==> config.mk <==
export PLATFORM = sky130hd
export DESIGN_NAME = snake_input_conditioner
export DESIGN_NICKNAME = d
export VERILOG_FILES = /design/src/rtl/snake_input_conditioner_pkg.sv /design/src/rtl/snake_input_conditioner_sw_debounce.sv /design/src/rtl/snake_input_conditioner.sv
export SDC_FILE = /design/constraint.sdc
export NUM_CORES = 1
export LEC_CHECK = 0
export ABC_AREA = 1
export BUFFER_PORTS_ARGS = -buffer_cell sky130_fd_sc_hd__buf_2
export CAP_MARGIN = 10
export CORE_MARGIN = 2
export CORE_UTILIZATION = 45
export DETAILED_ROUTE_END_ITERATION = 7
export GPL_TIMING_DRIVEN = 0
export SYNTH_ARGS = -nofsm -noshare
export SYNTH_HDL_FRONTEND = slang
export SYNTH_SLANG_ARGS = --single-unit
==> constraint.sdc <==
create_clock -name CLK1_50 -period 2.1 [get_ports CLK1_50]
set_clock_uncertainty 0.15 [all_clocks]
set_input_delay 0.21 -clock CLK1_50 [delete_from_list [all_inputs] [get_ports CLK1_50]]
set_output_delay 0.21 -clock CLK1_50 [all_outputs]
set_load 0.02 [all_outputs]
==> src/rtl/snake_input_conditioner_pkg.sv <==
// Shared definitions for the snake input conditioner.
// Contents:
//   dir_e         - heading encoding handed to the game core (UP/DOWN/LEFT/RIGHT)
//   BTN_*         - bit positions of the buttons on the SW bus
//   opposite_dir  - heading pointing the other way (used by the reversal rule)
package snake_input_conditioner_pkg;

  typedef enum logic [1:0] {
    DIR_UP    = 2'd0,
    DIR_DOWN  = 2'd1,
    DIR_LEFT  = 2'd2,
    DIR_RIGHT = 2'd3
  } dir_e;

  localparam int BTN_UP    = 0;
  localparam int BTN_DOWN  = 1;
  localparam int BTN_LEFT  = 2;
  localparam int BTN_RIGHT = 3;
  localparam int BTN_PAUSE = 4;

  function automatic dir_e opposite_dir(input dir_e d);
    case (d)
      DIR_UP:   opposite_dir = DIR_DOWN;
      DIR_DOWN: opposite_dir = DIR_UP;
      DIR_LEFT: opposite_dir = DIR_RIGHT;
      default:  opposite_dir = DIR_LEFT;
    endcase
  endfunction

endpackage

==> src/rtl/snake_input_conditioner_sw_debounce.sv <==
// Single-button front end: 2-flop synchroniser followed by a debounce counter.
// The debounced level only follows the synchronised input after it has
// differed from the current level for DEBOUNCE_CYCLES consecutive cycles.
// Ports:
//   clk     - system clock
//   rst     - synchronous active-high reset
//   sw_in   - raw asynchronous button level
//   db_out  - debounced level
module sw_debounce #(
  parameter int DEBOUNCE_CYCLES = 500000,
  parameter int CNT_W           = 19
) (
  input  logic clk,
  input  logic rst,
  input  logic sw_in,
  output logic db_out
);

  localparam logic [CNT_W-1:0] LAST_CNT = CNT_W'(DEBOUNCE_CYCLES - 1);

  logic             r_sync1;
  logic             r_sync2;
  logic             r_db;
  logic [CNT_W-1:0] r_cnt;

  always_ff @(posedge clk) begin
    if (rst) begin
      r_sync1 <= 1'b0;
      r_sync2 <= 1'b0;
      r_db    <= 1'b0;
      r_cnt   <= '0;
    end else begin
      r_sync1 <= sw_in;
      r_sync2 <= r_sync1;
      // Any cycle agreeing with the accepted level restarts the count, so a
      // glitch shorter than DEBOUNCE_CYCLES never reaches the output.
      if (r_sync2 == r_db) begin
        r_cnt <= '0;
      end else if (r_cnt == LAST_CNT) begin
        r_db  <= r_sync2;
        r_cnt <= '0;
      end else begin
        r_cnt <= r_cnt + CNT_W'(1);
      end
    end
  end

  assign db_out = r_db;

endmodule

==> src/rtl/snake_input_conditioner.sv <==
// Input conditioner in front of the snake game core.
// Debounces the five buttons, produces one-cycle press pulses, tracks the
// requested heading (no reversal, no repeat) and the pause state, and only
// commits a new heading on a game-step strobe while not paused.
// Ports:
//   CLK1_50  - 50 MHz system clock
//   RESET    - synchronous active-high reset
//   SW[4:0]  - raw buttons: up, down, left, right, pause
//   step     - one-cycle game-step strobe
//   sw_db    - debounced button levels
//   press    - one-cycle pulse per debounced rising edge
//   dir      - committed heading (0=UP 1=DOWN 2=LEFT 3=RIGHT)
//   dir_chg  - one-cycle pulse when dir changes
//   paused   - pause state
module snake_input_conditioner
  import snake_input_conditioner_pkg::*;
#(
  parameter int         DEBOUNCE_CYCLES = 500000,
  parameter int         CNT_W           = 19,
  parameter logic [1:0] RESET_DIR       = 2'd3
) (
  input  logic       CLK1_50,
  input  logic       RESET,
  input  logic [4:0] SW,
  input  logic       step,
  output logic [4:0] sw_db,
  output logic [4:0] press,
  output logic [1:0] dir,
  output logic       dir_chg,
  output logic       paused
);

  logic [4:0] w_sw_db;
  logic [4:0] r_db_d;
  logic [4:0] r_press;
  dir_e       r_dir;
  dir_e       r_pending;
  logic       r_pend_v;
  logic       r_dir_chg;
  logic       r_paused;

  dir_e       w_cand;
  logic       w_cand_v;
  logic       w_accept;
  logic       w_commit;
  dir_e       w_nxt_dir;
  dir_e       w_nxt_pending;
  logic       w_nxt_pend_v;
  logic       w_nxt_chg;

  // Stage 0: per-button synchronise and debounce
  for (genvar gi = 0; gi < 5; gi++) begin : g_btn
    sw_debounce #(
      .DEBOUNCE_CYCLES(DEBOUNCE_CYCLES),
      .CNT_W          (CNT_W)
    ) u_db (
      .clk   (CLK1_50),
      .rst   (RESET),
      .sw_in (SW[gi]),
      .db_out(w_sw_db[gi])
    );
  end

  // Stage 1: rising-edge detect on the debounced levels
  always_ff @(posedge CLK1_50) begin
    if (RESET) begin
      r_db_d  <= '0;
      r_press <= '0;
    end else begin
      r_db_d  <= w_sw_db;
      r_press <= w_sw_db & ~r_db_d;
    end
  end

  // Stage 2: heading request, commit on step, pause toggle
  always_comb begin
    w_cand = DIR_RIGHT;
    if (r_press[BTN_UP])        w_cand = DIR_UP;
    else if (r_press[BTN_DOWN]) w_cand = DIR_DOWN;
    else if (r_press[BTN_LEFT]) w_cand = DIR_LEFT;
  end

  assign w_cand_v = |r_press[BTN_RIGHT:BTN_UP];
  assign w_accept = w_cand_v && (w_cand != r_dir) && (w_cand != opposite_dir(r_dir));
  // Step is judged against the paused value before any same-cycle toggle.
  assign w_commit = step && !r_paused;

  always_comb begin
    w_nxt_dir     = r_dir;
    w_nxt_pending = r_pending;
    w_nxt_pend_v  = r_pend_v;
    w_nxt_chg     = 1'b0;
    if (w_accept) begin
      w_nxt_pending = w_cand;
      w_nxt_pend_v  = 1'b1;
    end
    // A same-cycle accepted press bypasses pending; otherwise the stored
    // request (if any) is committed.
    if (w_commit) begin
      if (w_accept) begin
        w_nxt_dir    = w_cand;
        w_nxt_pend_v = 1'b0;
        w_nxt_chg    = 1'b1;
      end else if (r_pend_v) begin
        w_nxt_dir    = r_pending;
        w_nxt_pend_v = 1'b0;
        w_nxt_chg    = 1'b1;
      end
    end
  end

  always_ff @(posedge CLK1_50) begin
    if (RESET) begin
      r_dir     <= dir_e'(RESET_DIR);
      r_pending <= dir_e'(RESET_DIR);
      r_pend_v  <= 1'b0;
      r_dir_chg <= 1'b0;
      r_paused  <= 1'b0;
    end else begin
      r_dir     <= w_nxt_dir;
      r_pending <= w_nxt_pending;
      r_pend_v  <= w_nxt_pend_v;
      r_dir_chg <= w_nxt_chg;
      r_paused  <= r_paused ^ r_press[BTN_PAUSE];
    end
  end

  assign sw_db   = w_sw_db;
  assign press   = r_press;
  assign dir     = r_dir;
  assign dir_chg = r_dir_chg;
  assign paused  = r_paused;

endmodule
==> impl_results.md, run 1 <==
- Initial antenna violation count: 0
- Fraction of registers with async set/reset: 0
- Slew at the pin closest to its max-slew limit: between 400 and 500 ps
- Die Y: roughly 120 µm
- Main combinational cell family by area after synthesis: simple AND/OR/NAND/NOR gates
- Antenna viol nets, final: 0
- Sink Count: 127
- Largest net degree at the start of global routing: 17
- Pleak: around 2.5 nW
- Top cell type's share of synthesized area: 0.420
- Worst slew margin: 0.666
- Fin nets: 942
- Crit Path Category: reg -> reg
- Peak VDD IR: between 0.0005 and 0.0006 V
- Share of cells above drive strength 1: 0.101
- Final Wtd Congestion: roughly 0.83
- Synth area leaders: dfxtp_1 42%, nand2_1 13%, nor2_1 12%
- CTS tree: built
- Layout Cells excl Fill: 1115
- Seq cells post-synth: roughly 130
- Cell taking the most area after synthesis: dfxtp_1
- Pwr dens: about 760 mW/mm²
- Cells after Synth: between 800 and 900
- Postcts setup bufs: 0
- Row count: 42
- Initial Utilization: 0.459
- Logic gate share of total power: 0.015
- Total CTS buffers: 17
- First-pass GRT wire length: 21200 µm
- Die area: 0.0144 mm²
- Fin Setup TNS: 0 ps
- Clock transition at path regs: approximately 50 ps
- Most frequent cell after synthesis: nand2_1
- Filler cells: between 1000 and 1500
- Critical Path AT: between 2000 and 2500 ps
- Switching part of the total: 0.198
- Detailed Route WL: ~12000 µm
- Top cells by count, synth: 212 x nand2_1, 195 x nor2_1, 127 x dfxtp_1
- Synth unique cells: 28
- Setup slack at placement: about 250 ps
- Via count: just over 5000
- Total congestion overflow: 0
- Inst Count DP: roughly 1100
- Clock Latency Late Sink: roughly 420 ps
- Post-synth EDFFs: 0
- Mapped cell area: 0.00606 mm²
- Syn nets: 896
- Final min period: ~1900 ps
- CP Capture Type: flip-flop
- Synth-to-Final Area Change: 15.6%
- Pint: approximately 4.3 mW
- Setup ws final: between 200 and 250 ps
- Sw Pwr: about 1.1 mW
- H-tree depth: 4
- Adder-Cell Fraction of Synth Area: 0.0103
- Vias per Instance: around 4.5
- CTS Buffer Depth: 2
- Top_reg_cell synth: dfxtp_1
- Die X: approximately 120 µm
- Required time worst endpoint: between 2000 and 2500 ps
- PortBufs: 21
- Syn_area_per_cell: about 6.9 µm²
- Layout Utilization: 0.531
- Number of detailed-route iterations in the first pass: 4
- Outcome: complete, no violations
- DRC Markers: 0
- XOR/XNOR Fraction of Synth Area: 0.0694
- DRT iter0 DRCs: about 270
- Yosys Warn Count: 0
- Post-synthesis simple-gate area fraction: 0.376
- Synth Area in Compound Gates: 0.0361
- RSZ-0062 raised after global routing: no
- Detailed placement HPWL: between 8000 and 9000 µm
- Vias in the first global route: between 4000 and 5000
- F_max: around 540 MHz
- Antenna Cells: 0
- Clk pwr share: 0.528
- Ports: 22
- Clock root buffer: clkbuf_16
- Fin. max-slew vios: 0
- WL/cell: 10.6 µm
- CP max FO: 10
- # setup viols final: 0
- Total track usage: 0.183
- Critical path launch point type: flip-flop
- Core area: 0.0132 mm²
- Multiplexer area fraction after synthesis: 0
- Max-Cap Viols: 0
- HP Class: in -> reg
- Hold Violations, Final: 0
- Final worst path period share: 0.882
- Seq pwr share: 0.457
- Seq/Total Area, Yosys: 0.420
worst paths after layout:
kind / start / to / slack, ps / cells after the start
hold / removal: step / r_pend_v / 60 / 6
setup reg to reg: g_btn[1].u_db.r_cnt[0] / g_btn[1].u_db.r_cnt[6] / 250 / 9
hold reg to reg: r_db_d[3] / press[3] / 240 / 1
setup / recovery: g_btn[1].u_db.r_cnt[0] / g_btn[1].u_db.r_cnt[6] / 250 / 9
per-stage QoR:
| step | hold slack, ps | cell area (µm²) | total power [mW] |
|---|---|---|---|
| finish | 58.4 | 7010 | 5.31 |
| global route | 109 | 7010 | 5.51 |
| CTS | 37.4 | 7010 | 5.39 |
| detailed placement | 232 | 6380 | 2.55 |
| global placement | 228 | 6380 | 2.55 |
| floorplan | 137 | 6060 | 2.53 |
power groups by stage:
stage,registers [mW],clock network (mW),logic (mW)
final,2.43,2.80,0.0786
after global routing,2.43,2.99,0.0899
after CTS,2.43,2.88,0.0803
after detailed placement,2.48,0,0.0717
after global placement,2.48,0,0.0720
after floorplan,2.48,0,0.0471
registers in the layout, summed over array words and instances (netlist names), 2 cells and up:
register and flops:
g_btn.u_db.r_cnt 95, r_pending 2, g_btn.u_db.r_sync1 5, press 5, dir 2, r_db_d 5
g_btn.u_db.db_out 5, g_btn.u_db.r_sync2 5
routing by layer:
layer | global-route usage | vias to the layer above | part of all wire
met4 | 0.0765 | 0 | 0.013
li1 | - | 2811 | -
met5 | 0 | - | 0
met3 | 0.0485 | 14 | 0.034
met2 | 0.293 | 51 | 0.44
met1 | 0.233 | 2186 | 0.51
worst max-delay path: stages (launching register included):
cell,delay (ps)
dfxtp_1,410
ha_1,230
nand2_2,90
nor2_4,160
nand3_2,110
nor2_4,140
nand2_2,80
nand2_4,160
buf_12,160
nor2_2,40
logic make-up after synthesis:
| kind of cell | Yosys count |
|---|---|
| AND/OR/NAND/NOR | 536 |
| buffers and inverters | 127 |
| flip-flops | 127 |
| XOR/XNOR | 48 |
| AO/OA/AOI/OAI | 40 |
| adder cells (fa/ha/maj) | 5 |
cells in the final DEF (no fill, tap or decap), types with 2 or more instances in the layout:
| cell type | instances |
|---|---|
| inv_1 | 114 |
| nor3_1 | 12 |
| nand3_1 | 58 |
| xor2_1 | 34 |
| nand2_2 | 5 |
| a21oi_1 | 23 |
| nand3_2 | 2 |
| nor2_4 | 3 |
| nand2_1 | 212 |
| nor2_2 | 22 |
| o21ai_0 | 12 |
| nor2_1 | 195 |
| or2_0 | 2 |
| buf_4 | 6 |
| bufinv_16 | 2 |
| clkbuf_1 | 5 |
| nand4_1 | 19 |
| dfxtp_1 | 127 |
| o21bai_1 | 3 |
| buf_2 | 21 |
| or2_2 | 3 |
| clkbuf_16 | 17 |
| dlygate4sd3_1 | 6 |
| ha_1 | 5 |
| clkinv_2 | 4 |
| buf_6 | 3 |
| xnor2_1 | 14 |
| clkbuf_8 | 3 |
final cells by class:
type / instances / area, µm² / share of cell area
multi-input cells: 629 / 2980 / 0.425
clock buffers: 22 / 474 / 0.0677
plain buffers: 13 / 110 / 0.0157
repair buffers: 27 / 165 / 0.0236
clock inverters: 7 / 87.6 / 0.0125
flip-flops and latches: 127 / 2540 / 0.363
well taps: 176 / 220 / 0.0314
inverters: 114 / 428 / 0.0611
timing repair:
action,4_1_cts,5_1_grt
resized for setup,0,0
hold buffers,6,0
hold endpoints to repair,7,0
Note: power is estimated with default switching activity, not from simulation.
==> inputs of run 2 (changes only) <==
--- a/config.mk
+++ b/config.mk
@@ -14,2 +14,3 @@
 export GPL_TIMING_DRIVEN = 0
+export SLEW_MARGIN = 25
 export SYNTH_ARGS = -nofsm -noshare
==> constraint.sdc (replaced) <==
create_clock -name CLK1_50 -period 2.1 [get_ports CLK1_50]
set_clock_uncertainty 0.15 [all_clocks]
set_input_delay 0.105 -clock CLK1_50 [delete_from_list [all_inputs] [get_ports CLK1_50]]
set_output_delay 0.105 -clock CLK1_50 [all_outputs]
set_load 0.02 [all_outputs]
==> run 2 against run 1 <==
First-iteration DRC count down 0.74%. Maximum frequency about the same. Die area unchanged. Non-clock buffer count up 1. Register-to-register slack about the same.
==> impl_results.md, run 2 (synthesis gave the netlist of run 1 again) <==
- Most common cell after layout, fill and taps aside: nand2_1
- Most frequent cells in the layout: 212 x nand2_1, 195 x nor2_1, 127 x dfxtp_1
- H-tree depth: 4
- Final min period: around 1900 ps
- Clock root buffer: clkbuf_16
- WL/cell: around 11 µm
- Total CTS buffers: 17
- Critical Path AT: 2010 ps
- Total congestion overflow: 0
- Share of cells above drive strength 1: 0.101
- Final worst path period share: 0.882
- Antenna Cells: 0
- Slew at the pin closest to its max-slew limit: between 400 and 500 ps
- Outcome: complete, no violations
- Peak VDD IR: approximately 0.00055 V
- Total track usage: 0.183
- Critical path launch point type: flip-flop
- RSZ-0062 raised after global routing: no
- Die area: roughly 0.014 mm²
- CTS tree: built
- DRT iter0 DRCs: 269
- Worst Setup SP: g_btn[3].u_db.r_cnt[0]
- Die Y: ~120 µm
- Post-CTS Resized: 0
- Final Wtd Congestion: a little over 0.8
- Row count: 42
- Sink Count: between 100 and 150
- Max reg flops: 95
- Initial Utilization: 0.459
- Pleak: 2.55 nW
- Crit Path Category: reg -> reg
- Clock Latency Late Sink: 420 ps
- Core area: around 0.013 mm²
- Detailed Route WL: between 10000 and 15000 µm
- Max-Cap Viols: 0
- Vias in the first global route: around 4900
- Required time worst endpoint: 2260 ps
- Reg-to-Reg Start: g_btn[3].u_db.r_cnt[0]
- Hold Violations, Final: 0
- Vias per Instance: about 4.6
- Synth-to-Final Area Change: 15.8%
- Detailed placement HPWL: between 8000 and 9000 µm
- Number of detailed-route iterations in the first pass: 5
- Initial antenna violation count: 0
- Via count: between 5000 and 6000
- Antenna viol nets, final: 0
- Fin. max-slew vios: 0
- # setup viols final: 0
- First-pass GRT wire length: ~21000 µm
- CP max FO: 10
- F_max: roughly 540 MHz
- Filler cells: around 1300
- Power, Total: ~5.3 mW
- Die X: roughly 120 µm
- Setup slack at placement: about 250 ps
- Setup ws final: 248 ps
- Most flops, register: g_btn.u_db.r_cnt
- Fin Setup TNS: 0 ps
- PortBufs: 21
- HP Class: reg -> reg
- Hold Path Origin: r_db_d[3]
- DRC Markers: 0
- CTS Buffer Depth: 2
- Fin nets: 943
- Largest net degree at the start of global routing: 17
- Pwr dens: 758 mW/mm²
- Worst slew margin: 0.666
- CP Capture Type: flip-flop
- Clock transition at path regs: ~50 ps
- Ports: 22
run 2: power by group:
part / leakage (nW) / internal [mW] / switching, mW
clock network: 0.277 / 1.81 / 0.997
registers: 1.03 / 2.42 / 0.00598
logic: 1.25 / 0.0309 / 0.0490
run 2: path summary, 6_finish.rpt:
path | slack [ps] | cells past startpoint | end
worst max-delay path | 250 | 7 | g_btn[3].u_db.r_cnt[17]
worst min-delay path | 240 | 1 | press[3]
worst max register to register | 250 | 7 | g_btn[3].u_db.r_cnt[17]
worst min register to register | 240 | 1 | press[3]
run 2: through the flow:
stage	cell area (µm²)	hold WS, ps	util	cells
2_1_floorplan	6060	31.8	-	883
3_3_place_gp	6380	188	0.484	1080
6_report	7020	241	0.532	1116
5_1_grt	7020	252	0.532	1116
3_5_place_dp	6380	183	0.484	1080
4_1_cts	7020	240	0.532	1116
run 2: timing repair:
action | 4_1_cts | 5_1_grt
hold buffers | 7 | 0
setup buffers | 0 | 0
endpoints found under the hold margin | 9 | 0
run 2: area by class of cell:
type	count	area, µm²	share of cell area
clock inverters	7	87.6	0.0125
clock buffers	22	474	0.0676
flip-flops and latches	127	2540	0.362
repair buffers	28	175	0.0250
plain buffers	13	110	0.0157
multi-input cells	629	2980	0.424
inverters	114	428	0.0610
well taps	176	220	0.0314
run 2: worst max-delay path, stage by stage, from the launching register on:
cell	delay [ps]
dfxtp_1	350
ha_1	240
nand3_1	190
nor2_1	220
nand3_1	140
nand2_2	220
buf_6	180
nor2_1	50
run 2: routing by layer:
layer / wire (µm) / GRT usage
met2: 5250 / 0.294
met4: 155 / 0.0765
met5: 0 / 0
met1: 6080 / 0.233
met3: 406 / 0.0485
==> inputs of run 3 (changes only) <==
- PLACE_DENSITY: unset -> 0.69
- SLEW_MARGIN: 25 -> 40
==> run 3 against run 2 <==
Critical path depth unchanged. Combinational power about the same. Sequential cell count unchanged. Final cell count increased by 0.27%. Count of clock-buffer cells in the layout decreased by 1. Critical path type unchanged. Critical endpoint is now g_btn[4].u_db.r_cnt[14]. Largest cell class unchanged. Largest power group unchanged.
==> impl_results.md, run 3 (synthesis gave the netlist of run 1 again) <==
- Outcome: complete, no violations
- Clock transition at path regs: 60 ps
- Number of detailed-route iterations in the first pass: 4
- DRC Markers: 0
- Hold Violations, Final: 0
- Detailed placement HPWL: 8560 µm
- Antenna viol nets, final: 0
- Vias per Instance: between 4 and 5
- CP Capture Type: flip-flop
- WL/cell: about 11 µm
- H-tree depth: 4
- Die Y: roughly 120 µm
- PortBufs: 21
- Peak VDD IR: 0.000598 V
- R2R depth: 7
- Detailed Route WL: 12000 µm
- Total CTS buffers: 17
- Initial Utilization: 0.459
- F_max: between 500 and 600 MHz
- Register area: between 0.002 and 0.003 mm²
- Cell depth of the worst hold path: 1
- Fin Setup TNS: 0 ps
- DRT iter0 DRCs: about 240
- Total track usage: 0.183
- Final min period: between 1500 and 2000 ps
- Most common cell after layout, fill and taps aside: nand2_1
- Crit Path Category: reg -> reg
- Logic gate share of total power: 0.014
- Clock root buffer: clkbuf_16
- Critical path launch point type: flip-flop
- Required time worst endpoint: 2260 ps
- Die area: roughly 0.014 mm²
- Core area: 0.0132 mm²
- Final Wtd Congestion: about 0.86
- Max-Cap Viols: 0
- Initial antenna violation count: 0
- Clk pwr share: 0.558
- Die X: roughly 120 µm
- Ports: 22
- Vias in the first global route: 4904
- HP Class: reg -> reg
- Filler cells: about 1300
- Sw Pwr: about 1.1 mW
- CTS Buffer Depth: 2
- Worst slew margin: 0.646
- RSZ-0062 raised after global routing: no
- Fin nets: roughly 940
- Antenna Cells: 0
- Share of cells above drive strength 1: 0.103
- Pleak: ~2.6 nW
- Pint: 4.58 mW
- Switching part of the total: 0.193
- Via count: approximately 5200
- Setup ws final: between 200 and 250 ps
- Pwr dens: ~800 mW/mm²
- Most flops, register: g_btn.u_db.r_cnt
- Largest net degree at the start of global routing: 17
- Final worst path period share: 0.886
- Most frequent cells in the layout: 212 x nand2_1, 195 x nor2_1, 127 x dfxtp_1
- Synth-to-Final Area Change: 17.1%
- Clock Latency Late Sink: about 420 ps
- Critical Path AT: approximately 2000 ps
- Max reg flops: 95
- Setup slack at placement: around 260 ps
- First-pass GRT wire length: about 21000 µm
- Fin. max-slew vios: 0
- Total congestion overflow: 0
- Area of the multi-input gates: 0.00298 mm²
- CP max FO: 10
- Row count: 42
- # setup viols final: 0
- Sink Count: 127
- Seq pwr share: 0.428
- Slew at the pin closest to its max-slew limit: 525 ps
- CTS tree: built
run 3: cell type report:
type	instances	share of cell area
multi-input combinational	629	0.420
sequential	127	0.359
clock buffer	21	0.0635
inverter	114	0.0603
tap	176	0.0311
clock inverter	11	0.0265
timing repair buffer	28	0.0247
buffer	13	0.0155
run 3: layer usage:
| metal | track usage | part of all wire | vias up | wire length (µm) |
|---|---|---|---|---|
| met5 | 0 | 0 | - | 0 |
| met4 | 0.0794 | 0.017 | 0 | 201 |
| met3 | 0.0504 | 0.041 | 16 | 495 |
| met2 | 0.301 | 0.46 | 74 | 5570 |
| met1 | 0.223 | 0.48 | 2298 | 5750 |
| li1 | - | - | 2808 | - |
run 3: path summary, 6_finish.rpt:
path,from,endpoint,slack [ps]
min reg2reg,r_db_d[3],press[3],240
min,r_db_d[3],press[3],240
max,g_btn[4].u_db.r_cnt[0],g_btn[4].u_db.r_cnt[14],240
max reg2reg,g_btn[4].u_db.r_cnt[0],g_btn[4].u_db.r_cnt[14],240
run 3: through the flow:
stage	cells	utilization	hold WS [ps]	total power, mW	area, µm²
5_1_grt	1119	0.538	247	5.86	7090
4_1_cts	1119	0.538	241	5.74	7090
2_1_floorplan	883	-	31.8	2.53	6060
3_3_place_gp	1080	0.484	176	2.55	6380
3_5_place_dp	1080	0.484	195	2.55	6380
6_report	1119	0.538	236	5.68	7090
run 3: power groups by stage:
stage               registers, mW  logic, mW  clock network [mW]
global route                 2.43     0.0908                3.34
CTS                          2.43     0.0811                3.23
floorplan                    2.48     0.0471                   0
finish                       2.43     0.0798                3.17
detailed placement           2.48     0.0707                   0
global placement             2.48     0.0700                   0
run 3: timing repair:
item,in CTS,in global routing
gates resized for setup,0,0
endpoints found under the hold margin,8,0
hold buffers,7,0
buffers inserted,0,0
run 3: worst max-delay path, stage by stage, from the launching register on:
cell and delay [ps]:
dfxtp_1 410, ha_1 220, nand3_1 190, nor2_1 200, nand3_1 120, nand2_2 190, buf_4 210, a21oi_1 60
